File: config.mk
export PLATFORM = sky130hd
export DESIGN_NAME = player_state_tx
export DESIGN_NICKNAME = d
export VERILOG_FILES = /design/src/rtl/player_link_pkg.sv /design/src/rtl/player_state_tx_if.sv /design/src/rtl/uart_byte_tx.sv /design/src/rtl/player_state_tx.sv
export SDC_FILE = /design/constraint.sdc
export NUM_CORES = 1
export LEC_CHECK = 0
export ABC_AREA = 1
export BUFFER_PORTS_ARGS = -buffer_cell sky130_fd_sc_hd__buf_2
export CAP_MARGIN = 20
export CORE_ASPECT_RATIO = 1.2
export CORE_MARGIN = 4
export CORE_UTILIZATION = 40
export DETAILED_ROUTE_END_ITERATION = 10
export GPL_TIMING_DRIVEN = 0
export PLACE_DENSITY = 0.65
export SYNTH_ARGS = -nofsm -noshare
export SYNTH_HDL_FRONTEND = slang
export SYNTH_SLANG_ARGS = --single-unit
File: constraint.sdc
create_clock -name clock -period 3.25 [get_ports clock]
set_input_delay 0.1625 -clock clock [delete_from_list [all_inputs] [get_ports clock]]
set_output_delay 0.1625 -clock clock [all_outputs]
set_load 0.01 [all_outputs]
File: src/rtl/player_link_pkg.sv
// Shared types and packet helpers for the inter-board player-state link.
// The receiver on the peer board imports this package as well.
package player_link_pkg;

  localparam logic [7:0] PKT_HEADER = 8'hA5;
  localparam int         PKT_BYTES  = 6;

  typedef enum logic [1:0] {
    IDLE,
    START,
    DATA,
    STOP
  } tx_state_t;

  // b0 is the first byte on the wire
  typedef struct packed {
    logic [7:0] b0;
    logic [7:0] b1;
    logic [7:0] b2;
    logic [7:0] b3;
    logic [7:0] b4;
    logic [7:0] b5;
  } player_pkt_t;

  function automatic logic [7:0] pkt_checksum(
    input logic [7:0] b1,
    input logic [7:0] b2,
    input logic [7:0] b3,
    input logic [7:0] b4
  );
    return b1 ^ b2 ^ b3 ^ b4;
  endfunction

  function automatic player_pkt_t pkt_build(
    input logic [1:0] id,
    input logic [2:0] gstate,
    input logic [3:0] pstate,
    input logic [1:0] dir,
    input logic [8:0] x,
    input logic [8:0] y
  );
    player_pkt_t p;
    p.b0 = PKT_HEADER;
    p.b1 = {id, dir, pstate};
    p.b2 = x[7:0];
    p.b3 = y[7:0];
    p.b4 = {gstate, 3'b000, y[8], x[8]};
    p.b5 = pkt_checksum(p.b1, p.b2, p.b3, p.b4);
    return p;
  endfunction

  function automatic logic [7:0] pkt_byte(
    input player_pkt_t p,
    input logic [2:0]  idx
  );
    logic [7:0] b;
    unique case (idx)
      3'd0:    b = p.b0;
      3'd1:    b = p.b1;
      3'd2:    b = p.b2;
      3'd3:    b = p.b3;
      3'd4:    b = p.b4;
      3'd5:    b = p.b5;
      default: b = 8'hFF;
    endcase
    return b;
  endfunction

endpackage

File: src/rtl/player_state_tx_if.sv
// Byte handshake between the frame sequencer and the UART shifter.
// The shifter also reports its state and an end-of-activity pulse.
interface player_state_tx_if;
  import player_link_pkg::*;

  logic       valid;
  logic       ready;
  logic [7:0] data;
  logic       done;
  tx_state_t  state;

  modport master (
    output valid,
    output data,
    input  ready,
    input  done,
    input  state
  );

  modport slave (
    input  valid,
    input  data,
    output ready,
    output done,
    output state
  );

endinterface

File: src/rtl/uart_byte_tx.sv
// Single-byte 8N1 shifter, LSB first, with valid/ready handshake.
// Accepting a byte on the last stop cycle gives back-to-back bytes.
module uart_byte_tx
  import player_link_pkg::*;
#(
  parameter int CLKS_PER_BIT = 564
) (
  input  logic clk,
  input  logic rst,
  player_state_tx_if.slave link,
  output logic tx
);

  localparam int TW =
    (CLKS_PER_BIT > 1) ? $clog2(CLKS_PER_BIT) : 1;
  localparam logic [TW-1:0] TMAX = TW'(CLKS_PER_BIT - 1);

  tx_state_t   state;
  logic [TW-1:0] timer;
  logic [2:0]  bit_idx;
  logic [7:0]  shreg;
  logic        done;
  logic        tick;

  assign tick = (timer == TMAX);

  assign link.state = state;
  assign link.done  = done;
  assign link.ready = (state == IDLE) ||
                      (state == STOP && tick);

  always_ff @(posedge clk or posedge rst) begin
    if (rst) begin
      state   <= IDLE;
      timer   <= '0;
      bit_idx <= '0;
      shreg   <= '0;
      done    <= 1'b0;
    end else begin
      done  <= 1'b0;
      timer <= (state == IDLE || tick) ? '0
                                       : timer + TW'(1);
      unique case (state)
        IDLE: begin
          if (link.valid) begin
            shreg <= link.data;
            state <= START;
          end
        end
        START: begin
          if (tick) begin
            bit_idx <= '0;
            state   <= DATA;
          end
        end
        DATA: begin
          if (tick) begin
            shreg   <= shreg >> 1;
            bit_idx <= bit_idx + 3'd1;
            if (bit_idx == 3'd7) state <= STOP;
          end
        end
        STOP: begin
          if (tick) begin
            if (link.valid) begin
              shreg <= link.data;
              state <= START;
            end else begin
              state <= IDLE;
              done  <= 1'b1;
            end
          end
        end
        default: state <= IDLE;
      endcase
    end
  end

  // Decoded from state so reset forces the line high immediately
  always_comb begin
    tx = 1'b1;
    if (state == START) tx = 1'b0;
    if (state == DATA)  tx = shreg[0];
  end

endmodule

File: src/rtl/player_state_tx.sv
// Player-state link transmitter: vsync-fall snapshot, 6-byte framing,
// byte sequencing into the UART shifter, saturating drop counter.
module player_state_tx
  import player_link_pkg::*;
#(
  parameter int CLKS_PER_BIT = 564,
  parameter int DROP_CNT_W   = 8
) (
  input  logic                  clock,
  input  logic                  reset,
  input  logic                  enable,
  input  logic                  vsync,
  input  logic [1:0]            local_player_ID,
  input  logic [2:0]            game_state,
  input  logic [3:0]            player_state,
  input  logic [1:0]            player_direction,
  input  logic [8:0]            player_loc_x,
  input  logic [8:0]            player_loc_y,
  output logic                  tx,
  output logic                  busy,
  output logic                  frame_done,
  output logic [DROP_CNT_W-1:0] frames_dropped
);

  player_state_tx_if link ();

  logic        s1, s2, s3;
  logic        fall;
  logic        idle;
  logic        accept;
  logic        drop;
  logic [2:0]  byte_idx;
  player_pkt_t pkt_q;

  assign fall   = s3 & ~s2;
  assign idle   = (link.state == IDLE);
  assign accept = fall & enable & idle;
  assign drop   = fall & enable & ~idle;

  // Header is constant, so byte 0 goes out before the shadow settles
  assign link.valid = accept || (byte_idx != 3'd0);
  assign link.data  = accept ? PKT_HEADER
                             : pkt_byte(pkt_q, byte_idx);

  assign busy       = ~idle;
  assign frame_done = link.done;

  always_ff @(posedge clock or posedge reset) begin
    if (reset) begin
      s1 <= 1'b1;
      s2 <= 1'b1;
      s3 <= 1'b1;
    end else begin
      s1 <= vsync;
      s2 <= s1;
      s3 <= s2;
    end
  end

  always_ff @(posedge clock or posedge reset) begin
    if (reset) begin
      pkt_q    <= '0;
      byte_idx <= '0;
    end else begin
      if (accept) begin
        pkt_q <= pkt_build(local_player_ID, game_state,
                           player_state, player_direction,
                           player_loc_x, player_loc_y);
        byte_idx <= 3'd1;
      end else if (link.ready && byte_idx != 3'd0) begin
        byte_idx <= (byte_idx == 3'(PKT_BYTES - 1))
                    ? 3'd0 : byte_idx + 3'd1;
      end
    end
  end

  always_ff @(posedge clock or posedge reset) begin
    if (reset) begin
      frames_dropped <= '0;
    end else if (drop && frames_dropped != '1) begin
      frames_dropped <= frames_dropped + DROP_CNT_W'(1);
    end
  end

  uart_byte_tx #(
    .CLKS_PER_BIT(CLKS_PER_BIT)
  ) u_uart (
    .clk  (clock),
    .rst  (reset),
    .link (link.slave),
    .tx   (tx)
  );

endmodule

Word level (Yosys, flattened, before mapping)
Index checks and enable logic that the tools add are counted.

Register bits: 76. Bits of input ports: 33. Output and inout bits: 11. Logic and storage cells: 85.

$add $sub $neg: 4. Eq/ne operators: 16. Muxes and demuxes: 25. Bitwise gates (word level): 9. Reduce and logical (&&, ||, !) cells: 15.

Operator list (count): one-hot mux 8 bit (6 select lines) (1); two-way mux 8 bit (4); one-hot mux 8 bit (3 select lines) (1); bitwise XOR 8 bit (3); two-way mux 3 bit (5); adder 10 x 1 -> 10 bit, second input constant (1); equality test 10 bit, second input constant (1); two-way mux 10 bit (1); two-way mux 2 bit (5); equality test 3 bit, second input constant (3); adder 8 x 1 -> 8 bit, second input constant (1); != test 2 x 1 -> 1 bit, second input constant (4); != test 8 bit, second input constant (1); one-hot mux 2 bit (4 select lines) (1); adder 3 x 1 -> 3 bit, second input constant (2); equality test 3 x 2 -> 1 bit, second input constant (2); two-way mux 1 bit (6); one-hot mux 3 bit (2 select lines) (1); AND reduction 3 bit (2); nonzero test 3 bit (2); AND reduction 5 bit (1); AND 1 bit (4); equality test 2 bit, second input constant (2); nonzero test 2 bit (2); 8 further kinds (13).

Depth between registers and ports, before layout
Gate-level depths: netlist of run 1.

Word-level depth: 8. Gate-level depth with buffers: 15. Mapped depth without buffers: 13.

By module
From an unflattened synthesis of run 1, not the netlist that was laid out.

Cells, all modules: 554. Area total of the unflattened synthesis: 4211.5 µm².

By module, submodules not included: player_state_tx (instances 1, cells each 373, area an instance 2835.2 µm², sequential area each 1305.0 µm²); uart_byte_tx (instances 1, cells each 181, area an instance 1376.3 µm², sequential area each 600.6 µm²).

Worst setup path after synthesis of run 1
No wires, ideal clock.

Path type: flip-flop to flip-flop. Start: register u_uart.state[0] (netlist: u_uart.link.state[0]). End: register frames_dropped[5]. Library setup time: 117 ps. Arrival: 1462 ps. Required time: 3133 ps. Path slack: 1671 ps. Cell stages (with the launch flop): 9. Path buffers: 0. Clock period less this slack: 1579 ps. Path through: dfrtp_1 -> inv_1 -> ha_1 -> inv_1 -> nand3_1 -> nor2_1 -> nand2_1 -> nand2_1 -> nand2_1.

Cells in the longest elaborated chain, start to end: 4.

Ends and longest elaborated chain: start: declaration (line uart_byte_tx.sv:18) `tx_state_t state;`; start signal: assignment (line uart_byte_tx.sv:34) `state <= IDLE;`; start signal: assignment (line uart_byte_tx.sv:47) `state <= START;`; start signal: assignment (line uart_byte_tx.sv:53) `state <= DATA;`; zero test 2 bit (line player_state_tx.sv:36) `assign idle = (link.state == IDLE);`; NOT 1 bit; net busy (line player_state_tx.sv:20) `output logic busy,`; AND 1 bit (line player_state_tx.sv:38) `assign drop = fall & enable & ~idle;`; logical AND 1 bit (line player_state_tx.sv:80) `end else if (drop && frames_dropped != '1) begin`; end signal: assignment (line player_state_tx.sv:81) `frames_dropped <= frames_dropped + DROP_CNT_W'(1);`; end: declaration (line player_state_tx.sv:22) `output logic [DROP_CNT_W-1:0] frames_dropped`.

The timed path passes the listed nets, and every way through them passes these cells. A chain may end at the register's enable or synchronous reset.

Worst setup path after layout of run 1
Start: register u_uart.state[0] (netlist: u_uart.link.state[0]). End: output tx.

Cells in the longest elaborated chain, start to end: 3. Elaborated cells between the ends (all ways): 4. Those cells by class: eq/ne (2); mux (2).

Ends and longest elaborated chain: equality test 2 x 1 -> 1 bit (line uart_byte_tx.sv:82) `if (state == START) tx = 1'b0;`; two-way mux 1 bit (line uart_byte_tx.sv:82); two-way mux 1 bit (*) (line uart_byte_tx.sv:83) `if (state == DATA) tx = shreg[0];`; end: declaration (line player_state_tx.sv:19) `output logic tx,`.

Mark *: on every way between the ends. The rest lies on a longest branch, timed or not.

==> results of run 1 <==
sequential cells by signal, indices dropped and copies added, names as in the netlist:
name / flops
s3: 1
pkt_q: 38
u_uart.timer: 10
byte_idx: 3
u_uart.shreg: 8
frames_dropped: 8
u_uart.link.state: 2
s2: 1
u_uart.link.done: 1
s1: 1
u_uart.bit_idx: 3
cell families (layout without fill, tap and decap cells):
family                     after synthesis  after routing
AOI/OAI and AO/OA                       29             29
xor gates and xnor gates                22             22
adders and majority gates               11             11
buffers and inverters                   64            126
DFF                                     76             76
and+or+nand+nor                        334            334
metal layers:
layer / global-route usage [%] / vias up / part of all wire (%)
li1: - / 1774 / -
met1: 20.2 / 1596 / 44
met2: 27.4 / 71 / 48
met3: 2.97 / 24 / 4.0
met4: 7.40 / 0 / 3.2
met5: 0 / - / 0
cell usage in the layout (no fill, tap or decap), types with 11 or more instances in the layout:
cell type,synthesis,layout
buf_2,9,52
nor2_1,35,35
nand2_1,224,224
nand3_1,28,28
dfrtp_1,73,73
inv_1,48,47
ha_1,11,11
o21ai_0,15,15
nor3_1,11,11
xor2_1,13,13
stage by stage:
step	total power, uW	hold WS (ns)	setup WS, ns	util, %
after floorplan	2700	0.167	1.15	-
after global placement	3070	0.273	0.126	45.0
after detailed placement	3130	0.0672	1.35	45.3
after CTS	4250	0.0364	1.28	48.7
after global routing	4560	0.0475	1.12	48.7
final	4210	0.0481	1.30	48.7
critical path: cells and delay by family, from the launching register on:
kind                       cells  cell delay (ns)
adders and majority gates      1             0.21
DFF                            1             0.44
and+or+nand+nor                2             0.37
buffers and inverters          3             0.44
where the power goes:
group	internal (uW)	switching (uW)
Combinational	587	1010
Sequential	1290	226
Clock	692	402
Total	2570	1640
final cells by class:
type | instances | area (um^2)
buffer | 13 | 81.3
sequential | 76 | 1910
inverter | 51 | 194
fill | 975 | 5160
timing repair buffer | 46 | 263
clock inverter | 6 | 87.6
tap | 126 | 158
clock buffer | 10 | 239
multi-input combinational | 396 | 1970
path summary, 6_finish.rpt:
| check | endpoint | depth (start not counted) | start |
|---|---|---|---|
| worst max-delay path | tx | 6 | u_uart.link.state[0] |
| worst min-delay path | pkt_q[28] | 3 | player_loc_x[4] |
| worst max register to register | u_uart.shreg[3] | 8 | u_uart.link.state[0] |
| worst min register to register | s2 | 0 | s1 |
| max in group asynchronous | s3 | 4 | reset |
| min in group asynchronous | u_uart.timer[4] | 3 | reset |
==> results.toml, run 1 <==
[synthesis]
syn_area_mm2 = 0.00415
ys_ff_latch = 76
synth_top_area_share_pct = 44.0
synth_fa_ha_area_share_pct = 3.31
syn_avg_cell_area_um2 = 7.75
synthCells = 536
synth_xor_area_share_pct = 4.64
muxShareOfSynthArea_pct = 0
synthSimpleGateAreaFrac_pct = 35.8
async_reset_ff_share_pct = 100
synth_top_family_by_area = "simple AND/OR/NAND/NOR gates"
synth_area_leaders = "dfrtp_1 (44%), nand2_1 (20%), inv_1 (4.3%)"
yosysWarnings = 0
ys.flop_type = "dfrtp_1"
yosysUniqueCellTypes = 37
synth_fp_nets = 580
synthTopCellsByCount = "nand2_1 (224), dfrtp_1 (73), inv_1 (48)"
synth_edf_count = 0
synth_compound_area_share_pct = 3.83
yosysMostFrequentCell = "nand2_1"
synth_area_leader_cell = "dfrtp_1"
ys_seq_area_share_pct = 45.9

[global_routing]
grt_overflow_total = 0
antenna_found_initial = 0
grt_pass1_vias = 3469
track_usage_pct = 16.4
grt_pass1_wl_um = 15900
grt_max_degree = 71

[cts]
cts-root-buf = "clkbuf_16"
postCtsSetupRepairBufs = 0
ctsResizeCount = 0
cts.sinks = 76
clk_latency_ns = 0.33
cts_tree = "done"
h-tree-depth = 3
numCtsBuffers = 9
cts_hold_buf = 2
clk_path_buf_depth = 2
cts.clk_slew.worst_paths_ns = 0.06

[job]
maxCapViolations = 0

[die]
core_mm2 = 0.0101
die_w_um = 101
fp-row-count = 40
die_h_um = 120
start_util_pct = 41.3
io-pin-count = 44
dieArea_mm2 = 0.0121

[drt]
viasPerCell = 4.79
wl_per_cell_um = 12.8
drt_iter0_drc = 153
finalWirelength_um = 9270
vias = 3465
drc_errors = 0
ant_nets = 0
drt_first_pass_iters = 4

[timing]
fin_skew_ns = 0.00686
tightest_slew_ns = 0.371
slew_headroom_pct = 75.2
finalCriticalPeriod_ns = 1.95
fmax_mhz = 513
final.period_utilization_pct = 60.0
drv_slew = 0
rsz0062_at_grt = "no"
setup_tns_ns = 0
finalHoldViolCount = 0
setup_viol = 0

[cells_and_area]
fin_nets = 637
layout-drive-gt1-share_pct = 17.9
design_area_mm2 = 0.00490
instances_no_fill = 724
syn_to_final_growth_pct = 18.0
antenna_cells = 0

[pwr]
power_leakage_uw = 0.00260
ir_drop_mv = 0.377
power.density_mw_per_mm2 = 859

[setup_path]
slowest_delay_ns = 0.44
cpMostUsedCell = "buf_2"
arrival_ns = 1.79
path_cells = "inv_1, ha_1, buf_2, or2_2, nand2_1, buf_2"
required_ns = 3.09
critPathKind = "flop to output pin"
crit_slowest_cell = "dfrtp_1"
crit_path_start_kind = "flop"
critPathCaptureType = "output pin"
rrSetupSlack_ns = 1.37
worstPathMaxFanout = 10

[placed_design]
place_inst = 706
place_hpwl_um = 6670
gp_congestion = 0.866
place_area_mm2 = 0.00456
io_buffers = 43

[worst_hold_path]
hp-class = "primary input to flop"

[outcome]
run_status = "completed"
(Power assumes the default switching activity.)
==> run 2, diff against run 1 <==
==> constraint.sdc (replaced) <==
create_clock -name clock -period 1.8 [get_ports clock]
set_input_delay 0.09 -clock clock [delete_from_list [all_inputs] [get_ports clock]]
set_output_delay 0.09 -clock clock [all_outputs]
set_load 0.01 [all_outputs]
==> results.toml, run 2 (same netlist as run 1, synthesis figures left out) <==
[outcome]
run_status = "completed"

[setup_path]
path_buf_inv = 3
crit_path_start_kind = "flop"
crit_slowest_cell = "dfrtp_1"
slowest_delay_ns = 0.42
arrival_ns = 1.95
rrSetupSlack_ns = 0.1
critPathCaptureType = "flop"
critical_path.top_delay_family = "buffers and inverters"
path_cells = "inv_1, ha_2, nand4_4, clkinv_1, buf_2, nand3_1, o21ai_0"
critPathKind = "flop to flop"
worstPathMaxFanout = 10
required_ns = 2.05

[die]
dieArea_mm2 = 0.0121
start_util_pct = 41.3
fp-row-count = 40
io-pin-count = 44
die_h_um = 120
core_mm2 = 0.0101
die_w_um = 101

[job]
maxCapViolations = 0

[cells_and_area]
layout_common_cells = "nand2_1 (221), dfrtp_1 (73), buf_2 (49)"
syn_to_final_growth_pct = 26.9
reg_top3 = "pkt_q (38), u_uart.timer (10)"
layout-drive-gt1-share_pct = 19.3
fillers = 942
mostFrequentLayoutCell = "nand2_1"
largest-register = "pkt_q"
fin_nets = 665
antenna_cells = 0
design_area_mm2 = 0.00527
largest_reg_flops = 38

[pwr]
ir_drop_mv = 0.672
power.density_mw_per_mm2 = 1520
power_leakage_uw = 0.00274

[timing]
setup_tns_ns = 0
final.period_utilization_pct = 94.6
setup_slack_ns = 0.0964
finalCriticalPeriod_ns = 1.70
fin_skew_ns = 0.00969
drv_slew = 0
finalHoldViolCount = 0
fmax_mhz = 587
timing.hold.ws_ns = 0.0117
slew_headroom_pct = 46.2
tightest_slew_ns = 0.805
setup_viol = 0

[cts]
clk_path_buf_depth = 2
cts-root-buf = "clkbuf_16"
cts_tree = "done"
clk_latency_ns = 0.33
cts.sinks = 76
numCtsBuffers = 9
h-tree-depth = 3
cts.clk_slew.worst_paths_ns = 0.06

[drt]
viasPerCell = 4.84
drc_errors = 0
wl_per_cell_um = 13.0
vias = 3642
finalWirelength_um = 9780
drt_iter0_drc = 135
drt_first_pass_iters = 5
ant_nets = 0

[placed_design]
io_buffers = 43
pre_cts_ws_ns = -0.109
place_area_mm2 = 0.00455
gp_congestion = 0.849
place_hpwl_um = 6830

[global_routing]
grt_pass1_vias = 3562
antenna_found_initial = 0
grt_overflow_total = 0
grt_pass1_wl_um = 16600
track_usage_pct = 17.1
grt_max_degree = 42

[worst_hold_path]
hp-class = "primary input to flop"
[run 2: cell types whose count changed in the layout (fill, tap and decap cells not counted), sizes merged]
cell         before  now
buf              56   59
clkbuf           11   13
clkinvlp          3    2
dlygate4sd3       2   27
bufinv            2    3
inv              50   48
[run 2: path summary, 6_finish.rpt]
| path | from | end | cells after the start |
|---|---|---|---|
| max | u_uart.link.state[1] | pkt_q[0] | 7 |
| min | player_loc_x[5] | pkt_q[29] | 3 |
| max reg2reg | u_uart.link.state[1] | pkt_q[0] | 7 |
| min reg2reg | s1 | s2 | 0 |
| max in group asynchronous | reset | s3 | 4 |
| min in group asynchronous | reset | pkt_q[18] | 3 |
[run 2: worst min-delay path: stages]
cell	delay [ns]
buf_2	0.10
nand2_1	0.05
o21ai_0	0.06
[run 2: report_power, final]
part | switching (uW) | internal, uW
Sequential | 396 | 2330
Combinational | 1940 | 1230
Clock | 701 | 1430
Total | 3030 | 4990
[run 2: layer usage]
layer | wire (um) | GRT usage, % | vias up
met3 | 392 | 3.26 | 26
met5 | 0 | 0 | -
li1 | - | - | 1825
met1 | 4240 | 21.3 | 1694
met4 | 298 | 7.56 | 0
met2 | 4840 | 28.6 | 97
[run 2: area by class of cell]
class	count	area, um^2	share of cell area, %
repair buffers	75	542	10.3
clock buffers	12	256	4.87
clock inverters	4	95.1	1.80
flip-flops and latches	76	1910	36.2
inverters	51	199	3.78
well taps	126	158	2.99
multi-input cells	396	2030	38.5
plain buffers	12	86.3	1.64
[run 2: through the flow]
stage	power [uW]	util, %	std cells
global placement	5550	45.0	705
detailed placement	5650	45.2	706
global route	8650	52.4	752
finish	8030	52.4	752
floorplan	4870	-	536
CTS	7910	51.5	749
[run 2: repair_timing]
action                                  in CTS  in global routing
setup buffers                                1                  3
gates resized for setup                      1                 19
hold endpoints to repair                    61                  0
endpoints found under the setup margin      13                 36
pin swaps                                    0                  0
hold buffers                                27                  0
cloned                                       0                  0
==> run 3, diff against run 2 <==
--- a/config.mk
+++ b/config.mk
@@ -6,14 +6,14 @@
 export NUM_CORES = 1
 export LEC_CHECK = 0
 export ABC_AREA = 1
-export BUFFER_PORTS_ARGS = -buffer_cell sky130_fd_sc_hd__buf_2
 export CAP_MARGIN = 20
 export CORE_ASPECT_RATIO = 1.2
 export CORE_MARGIN = 4
 export CORE_UTILIZATION = 40
 export DETAILED_ROUTE_END_ITERATION = 10
+export DONT_BUFFER_PORTS = 1
 export GPL_TIMING_DRIVEN = 0
-export PLACE_DENSITY = 0.65
+export PLACE_DENSITY = 0.61
 export SYNTH_ARGS = -nofsm -noshare
 export SYNTH_HDL_FRONTEND = slang
 export SYNTH_SLANG_ARGS = --single-unit
==> results.toml, run 3 (same netlist as run 1, synthesis figures left out) <==
[pwr]
total_power_uw = 7660
seq_power_share_pct = 36.2
clock_power_share_pct = 24.8
power.density_mw_per_mm2 = 1510
ir_drop_mv = 0.671
swShare_pct = 38.9
power.switching_uw = 2980
p_int_uw = 4680
pwr-share-comb_pct = 39.0
power_leakage_uw = 0.00255

[cts]
cts_tree = "done"
numCtsBuffers = 9
h-tree-depth = 3
cts-root-buf = "clkbuf_16"
clk_path_buf_depth = 2
clk_latency_ns = 0.33
cts.clk_slew.worst_paths_ns = 0.06
cts.sinks = 76

[timing]
setup_tns_ns = 0
drv_slew = 0
final.period_utilization_pct = 94.9
fmax_mhz = 585
slew_headroom_pct = 64.5
setup_viol = 0
finalHoldViolCount = 0
finalCriticalPeriod_ns = 1.71
tightest_slew_ns = 0.531
setup_slack_ns = 0.0911
fin_skew_ns = 0.00717

[placed_design]
gp_congestion = 0.877
io_buffers = 0
place_hpwl_um = 6830
pre_cts_ws_ns = -0.0908

[die]
io-pin-count = 44
die_h_um = 120
core_mm2 = 0.0101
die_w_um = 101
fp-row-count = 40
start_util_pct = 41.3
dieArea_mm2 = 0.0121

[setup_path]
r2r-start = "u_uart.link.state[0]"
worstPathMaxFanout = 10
critical_path.top_delay_family = "simple AND/OR/NAND/NOR gates"
path_buf_inv = 2
critPathCaptureType = "output pin"
path_cells = "inv_2, ha_1, buf_4, or2_2, nand2_2"
rrSetupSlack_ns = 0.13
slowest_delay_ns = 0.40
crit_slowest_cell = "dfrtp_2"
required_ns = 1.71
crit_path_start_kind = "flop"
arrival_ns = 1.62
reg2reg_depth = 9
critPathKind = "flop to output pin"
r2r-end = "u_uart.link.state[1]"

[drt]
viasPerCell = 4.80
wl_per_cell_um = 13.3
vias = 3413
drc_errors = 0
finalWirelength_um = 9450
ant_nets = 0
drt_iter0_drc = 162
drt_first_pass_iters = 4

[job]
maxCapViolations = 0

[worst_hold_path]
hp-start = "player_loc_y[7]"
min_to = "pkt_q[7]"
hp-class = "primary input to flop"
holdPathStages = 4

[cells_and_area]
mostFrequentLayoutCell = "nand2_1"
antenna_cells = 0
reg_top3 = "pkt_q (38), u_uart.timer (10)"
fin_nets = 624
fillers = 956
layout-drive-gt1-share_pct = 13.5
syn_to_final_growth_pct = 22.2
layout_common_cells = "nand2_1 (222), dfrtp_1 (72), inv_1 (44)"
largest-register = "pkt_q"
largest_reg_flops = 38

[global_routing]
grt_pass1_vias = 3546
grt_overflow_total = 0
grt_pass1_wl_um = 16500
antenna_found_initial = 0
grt_max_degree = 31
track_usage_pct = 17.3

[outcome]
run_status = "completed"
-- run 3: cell count changes in the layout (fill, tap and decap cells not counted), sizes merged --
cell | before | now
bufinv | 3 | 2
clkinv | 2 | 4
buf | 59 | 11
clkinvlp | 2 | 4
dlygate4sd3 | 27 | 31
-- run 3: area by class of cell --
class | count | area, um^2 | area share, %
flip-flops and latches | 76 | 1910 | 37.6
clock buffers | 9 | 225 | 4.44
inverters | 51 | 203 | 4.00
well taps | 126 | 158 | 3.11
clock inverters | 7 | 91.3 | 1.80
repair buffers | 34 | 358 | 7.05
plain buffers | 12 | 93.8 | 1.85
multi-input cells | 396 | 2040 | 40.2
-- run 3: timing repair --
item	CTS	global route
hold buffers	31	0
gates resized for setup	8	18
endpoints found under the setup margin	20	53
hold endpoints to repair	53	0
setup buffers	0	1
gates cloned	0	0
-- run 3: layer usage --
layer,up-vias,track usage [%],wire [um]
met5,-,0,0
met4,0,8.23,323
met3,19,3.95,453
met2,79,28.9,4700
met1,1567,20.7,3970
li1,1748,-,-
-- run 3: worst register-to-register path, stage by stage, from the launching register on --
cell and delay (ns):
dfrtp_2 0.40, inv_2 0.08, ha_1 0.21, buf_4 0.17
or2_2 0.32, o21ai_2 0.12, nand2_1 0.11, inv_1 0.09
nand2_1 0.05, nand2_1 0.07
-- run 3: power groups by stage --
stage	Combinational [uW]	Sequential (uW)	Clock, uW
floorplan	2200	2670	0
global placement	2670	2780	0
detailed placement	2740	2790	0
CTS	2870	2780	1970
global route	3460	2850	2040
finish	2990	2770	1900
-- run 3: metrics by stage --
stage / area, um^2 / util [%] / hold WS, ns / cells
global route: 5070 / 50.4 / 0.0560 / 711
finish: 5070 / 50.4 / 0.0265 / 711
detailed placement: 4350 / 43.3 / 0.0364 / 664
CTS: 5000 / 49.7 / 0.00825 / 710
global placement: 4310 / 42.9 / 0.0946 / 662
floorplan: 4160 / - / 0.0945 / 536
-- run 3: worst max path at each step --
stage                         start  slack (ns)           endpoint  cells after the start
2_1_floorplan  u_uart.link.state[0]        0.22  frames_dropped[5]                      8
3_3_place_gp   u_uart.link.state[0]       -0.06    u_uart.shreg[2]                      8
3_5_place_dp   u_uart.link.state[0]       -0.09  frames_dropped[5]                      8
4_1_cts        u_uart.link.state[0]       0.003                 tx                      5
5_1_grt                 byte_idx[0]      -0.005    u_uart.shreg[1]                     14
6_report       u_uart.link.state[0]        0.09                 tx                      5
